==> src/rtl/mem_port_arbiter.sv <==
// mem_port_arbiter
//   Shares one single-ported, synchronous-read memory (1-cycle read latency)
//   between the CPU memory stage and a DMA/loader engine. At most one access
//   is issued per cycle; read data is routed back to whichever requester
//   issued the read. The CPU has priority, and a saturating starvation
//   counter force-grants the DMA after STARVE_LIMIT consecutive denied cycles.
//
// Handshake: a request transfers in the cycle where *_req_valid && *_req_ready.
//   Ready is a combinational function of both valids and the starvation count,
//   so requesters must not derive valid from ready. Responses have no
//   backpressure: *_resp_valid is a one-cycle pulse that must be sunk.
//
// Ports
//   clk, rst_n                 clock, synchronous active-low reset
//   cpu_req_*                  CPU request (valid/ready/addr/we/wdata)
//   cpu_resp_valid/rdata       CPU read response, one cycle after issue
//   dma_req_*                  DMA request (valid/ready/addr/we/wdata)
//   dma_resp_valid/rdata       DMA read response, one cycle after issue
//   mem_en/we/addr/din         drive into the RAM primitive
//   mem_dout                   RAM read data, valid one cycle after a read issue
//   dma_starve_cnt             current starvation count (debug/observability)
module mem_port_arbiter #(
  parameter int AWIDTH       = 14,
  parameter int DWIDTH       = 32,
  parameter int STARVE_LIMIT = 4
) (
  input  logic                clk,
  input  logic                rst_n,
  input  logic                cpu_req_valid,
  output logic                cpu_req_ready,
  input  logic [AWIDTH-1:0]   cpu_req_addr,
  input  logic [DWIDTH/8-1:0] cpu_req_we,
  input  logic [DWIDTH-1:0]   cpu_req_wdata,
  output logic                cpu_resp_valid,
  output logic [DWIDTH-1:0]   cpu_resp_rdata,
  input  logic                dma_req_valid,
  output logic                dma_req_ready,
  input  logic [AWIDTH-1:0]   dma_req_addr,
  input  logic [DWIDTH/8-1:0] dma_req_we,
  input  logic [DWIDTH-1:0]   dma_req_wdata,
  output logic                dma_resp_valid,
  output logic [DWIDTH-1:0]   dma_resp_rdata,
  output logic                mem_en,
  output logic [DWIDTH/8-1:0] mem_we,
  output logic [AWIDTH-1:0]   mem_addr,
  output logic [DWIDTH-1:0]   mem_din,
  input  logic [DWIDTH-1:0]   mem_dout,
  output logic [3:0]          dma_starve_cnt
);

  localparam logic [3:0] LIMIT = 4'(STARVE_LIMIT);

  logic [3:0] starve_cnt_q;
  logic       force_dma;
  logic       grant_dma;
  logic       grant_cpu;
  // Read-issue tag: which requester owns the data mem_dout shows next cycle.
  logic       rd_cpu_q;
  logic       rd_dma_q;

  // Grants are gated by rst_n so nothing reaches the RAM during reset.
  always_comb begin
    force_dma = rst_n && dma_req_valid && (starve_cnt_q == LIMIT);
    grant_dma = rst_n && dma_req_valid && (!cpu_req_valid || force_dma);
    grant_cpu = rst_n && cpu_req_valid && !grant_dma;
  end

  assign cpu_req_ready  = grant_cpu;
  assign dma_req_ready  = grant_dma;
  assign dma_starve_cnt = starve_cnt_q;

  // Memory drive: winner's request, all zero when idle.
  always_comb begin
    mem_en   = 1'b0;
    mem_we   = '0;
    mem_addr = '0;
    mem_din  = '0;
    if (grant_cpu) begin
      mem_en   = 1'b1;
      mem_we   = cpu_req_we;
      mem_addr = cpu_req_addr;
      mem_din  = cpu_req_wdata;
    end else if (grant_dma) begin
      mem_en   = 1'b1;
      mem_we   = dma_req_we;
      mem_addr = dma_req_addr;
      mem_din  = dma_req_wdata;
    end
  end

  always_ff @(posedge clk) begin
    if (!rst_n) begin
      starve_cnt_q <= '0;
      rd_cpu_q     <= 1'b0;
      rd_dma_q     <= 1'b0;
    end else begin
      // Count only consecutive denied cycles; a dropped request restarts it.
      if (!dma_req_valid || grant_dma) begin
        starve_cnt_q <= '0;
      end else if (starve_cnt_q < LIMIT) begin
        starve_cnt_q <= starve_cnt_q + 4'd1;
      end
      rd_cpu_q <= grant_cpu && (cpu_req_we == '0);
      rd_dma_q <= grant_dma && (dma_req_we == '0);
    end
  end

  // The RAM output register supplies the data; the tag only steers it. The
  // non-owning side sees zero so stale RAM data never leaks across ports.
  always_comb begin
    cpu_resp_valid = rst_n && rd_cpu_q;
    dma_resp_valid = rst_n && rd_dma_q;
    cpu_resp_rdata = cpu_resp_valid ? mem_dout : '0;
    dma_resp_rdata = dma_resp_valid ? mem_dout : '0;
  end

endmodule

==> config.mk <==
export PLATFORM = sky130hd
export DESIGN_NAME = mem_port_arbiter
export DESIGN_NICKNAME = d
export VERILOG_FILES = /design/src/rtl/mem_port_arbiter.sv
export SDC_FILE = /design/constraint.sdc
export NUM_CORES = 1
export LEC_CHECK = 0
export BUFFER_PORTS_ARGS = -buffer_cell sky130_fd_sc_hd__buf_2
export CAP_MARGIN = 10
export CORE_AREA = 2 2 102 104
export DETAILED_ROUTE_END_ITERATION = 8
export DIE_AREA = 0 0 104 106
export MAX_ROUTING_LAYER = met4
export PLACE_DENSITY = 0.5
export SLEW_MARGIN = 30
export SYNTH_ARGS = -nofsm -noshare
export SYNTH_HDL_FRONTEND = slang
export SYNTH_SLANG_ARGS = --single-unit
==> constraint.sdc <==
create_clock -name clk -period 2 [get_ports clk]
set_clock_uncertainty 0.2 [all_clocks]
set_input_delay 0 -clock clk [delete_from_list [all_inputs] [get_ports clk]]
set_output_delay 0 -clock clk [all_outputs]
set_load 0.05 [all_outputs]
==> impl_metrics.py <==
metrics = {
    "global_route": {
        "met1_usage_pct": 15.5,
        "grtUsageMet2_pct": 25.8,
        "use_met3_pct": 2.15,
        "grt_pass1_vias": 2245,
        "grt_antenna_before_repair": 0,
        "grt_overflow": 0,
        "grt_pass1_wl_um": 12000,
        "track_usage_pct": 13.8,
        "grt_max_degree": 69,
        "grt-busiest-layer": "met2",
    },
    "route": {
        "drt-initial-drc-count": 115,
        "first_pass_iters": 4,
        "ant_nets": 0,
        "vias_per_cell": 4.30,
        "wl_per_cell_um": 14.6,
        "drc": 0,
        "wl_um": 8140,
        "vias": 2404,
    },
    "logic_synthesis": {
        "synthAdderAreaFrac_pct": 1.91,
        "synthMuxAreaShare_pct": 0,
        "synth_area_leader_cell": "a22o_1",
        "synth_compound_area_share_pct": 38.4,
        "ys.flop_type": "dfxtp_1",
        "synth_area_um2": 1310,
        "synth_simple_gate_area_share_pct": 36.7,
        "synth_top_family_by_area": "compound AO/OA/AOI/OAI gates",
        "syn_area_per_cell_um2": 7.72,
        "ys_seq_elements": 6,
        "synthArstFlopShare_pct": 0,
        "yosys_warnings": 0,
        "synthTopCellsByArea": "a22o_1, and3_1, dfxtp_1, buf_6, clkbuf_1",
        "ys_seq_area_share_pct": 9.15,
        "syn_inst": 170,
        "synth.most_common_cell": "and3_1",
        "yosys.area.top_type_share_pct": 33.4,
        "synth_edf_count": 0,
        "synth_fp_nets": 308,
        "yosys.area_share.xor_xnor_pct": 0.667,
        "synthTopCellsByCount": "and3_1, a22o_1, clkbuf_1",
        "ys_types": 19,
    },
    "die": {
        "die_width_um": 104,
        "initial_core_util_pct": 13.1,
        "placementRows": 37,
        "die_area_um2": 11000,
        "core_area_um2": 10000,
        "io_pins": 259,
        "dieHeight_um": 106,
    },
    "worst_hold_path": {
        "min-delay-start": "dma_req_wdata[2]",
        "hold_depth": 3,
        "hp-class": "primary input to primary output",
        "hold_path_end": "mem_din[2]",
    },
    "critical_path": {
        "path_class": "flop to primary output",
        "worstPathRequired_ns": 1.80,
        "reg2reg_depth": 6,
        "startpoint_type": "flop",
        "critPathSlowestCell": "dfxtp_2",
        "crit_start": "dma_starve_cnt[0]$_SDFFE_PP0N_",
        "reg2reg_to": "dma_starve_cnt[1]$_SDFFE_PP0N_",
        "critPathCaptureType": "primary output",
        "cp.arrival_ns": 1.72,
        "r2r-start": "dma_starve_cnt[0]$_SDFFE_PP0N_",
        "slowest_delay_ns": 0.33,
        "worstPathCellList": "inv_1, ha_4, nand3b_4, a21oi_4, buf_4, buf_12, a22o_1, buf_6",
        "path_max_fanout": 26,
        "regToRegSetupSlack_ns": 0.17,
    },
    "timing": {
        "max_freq_mhz": 521,
        "fin_crit_sh_pct": 95.9,
        "maxSlewHeadroom_pct": 71.6,
        "slew_viol_final": 0,
        "hold_viol": 0,
        "max_slew.worst_pin.slew_ns": 0.426,
        "rsz0062_at_grt": "false",
        "setup_violations": 0,
        "tns_ns": 0,
        "min_period_ns": 1.92,
    },
    "place": {
        "placed_area_um2": 2840,
        "gp_congestion": 0.875,
        "io_buffers": 258,
        "place_hpwl_um": 6800,
    },
    "final_layout": {
        "layout-drive-gt1-share_pct": 68.3,
        "syn_to_final_growth_pct": 145,
        "final_area_um2": 3210,
        "n_antenna_cell": 0,
        "layout.nets": 563,
    },
    "clock_network": {
        "h-tree-depth": 1,
        "clock_latency_ns": 0.22,
        "cts_tree": "done",
        "cts_max_path_buffers": 2,
        "clock_sinks": 6,
        "cts-buffers-inserted": 3,
        "cts-root-buf": "clkbuf_8",
        "path_clk_slew_ns": 0.04,
    },
    "power_and_ir_drop": {
        "leakage_nw": 2.05,
        "p_per_area_nw_per_um2": 318,
        "ir_drop_uv": 137,
    },
    "run_status": {
        "status": "completed",
    },
    "flow_run": {
        "max_cap_violations": 0,
    },
}
repair_timing:
action	in CTS	in global routing
cloned	2	0
endpoints found under the setup margin	46	36
pin swaps	2	1
buffers inserted	2	0
gates resized for setup	21	67
hold endpoints to repair	6	0
hold buffers	6	0
registers in the layout (all words and copies together), names as in the netlist:
signal          count
rd_dma_q            1
rd_cpu_q            1
dma_starve_cnt      4
final cells by class:
type                            instances  area [µm²]
Sequential cell                         6         124
Timing Repair Buffer                  273        1790
Fill cell                            1081        6790
Tap cell                              136         170
Clock buffer                            3        41.3
Inverter                                3        11.3
Multi-Input combinational cell        138        1080
where the power goes:
part | switching [mW] | internal (mW)
clock network | 0.0537 | 0.130
logic | 0.419 | 0.299
registers | 0.00126 | 0.122
metrics by stage:
stage                     hold slack, ns  utilization [%]  power, mW  setup slack [ns]  cells
after floorplan                 -0.00926                -      0.500            0.0317    170
after global placement             0.126             28.4      0.769             0.188    546
after detailed placement           0.128             28.4      0.772             0.146    546
after CTS                          0.190             30.7       1.00            0.0181    559
after global routing               0.159             32.1       1.08           0.00118    559
final                              0.146             32.1       1.02            0.0818    559
critical path, delay by kind of cell (launching register included):
kind / cells / cell delay (ns)
compound gates: 2 / 0.35
fa+ha+maj: 1 / 0.16
buf+inv: 4 / 0.55
flops: 1 / 0.33
simple gates: 1 / 0.09
cell families (layout without fill, tap and decap cells):
| logic type | after synthesis | after routing |
|---|---|---|
| fa+ha+maj | 2 | 2 |
| buf+inv | 26 | 279 |
| flops | 6 | 6 |
| compound gates | 56 | 56 |
| simple gates | 79 | 79 |
| xor+xnor | 1 | 1 |
cell usage in the layout, fill, tap and decap left out, drive strengths merged, types with 2 or more instances in the layout:
cell type / instances
buf: 263
a22o: 50
inv: 3
nor2: 4
dlygate4sd3: 6
and3: 64
ha: 2
nand2: 3
dfxtp: 6
nor4: 2
and2: 4
a21oi: 3
clkbuf: 7
per-layer routing:
| layer | vias up | part of all wire (%) |
|---|---|---|
| met1 | 1054 | 38 |
| met5 | - | 0 |
| met2 | 172 | 52 |
| li1 | 1174 | - |
| met3 | 4 | 9.3 |
| met4 | 0 | 0.95 |
worst max path at each step:
| stage | to | slack [ns] | cells after the start |
|---|---|---|---|
| floorplan | mem_addr[0] | 0.03 | 5 |
| global placement | mem_addr[10] | 0.19 | 7 |
| detailed placement | mem_addr[12] | 0.15 | 7 |
| CTS | mem_din[25] | 0.02 | 8 |
| global route | mem_din[31] | 0.001 | 8 |
| finish | mem_din[31] | 0.08 | 8 |
Note: power is estimated with default switching activity, not from simulation.
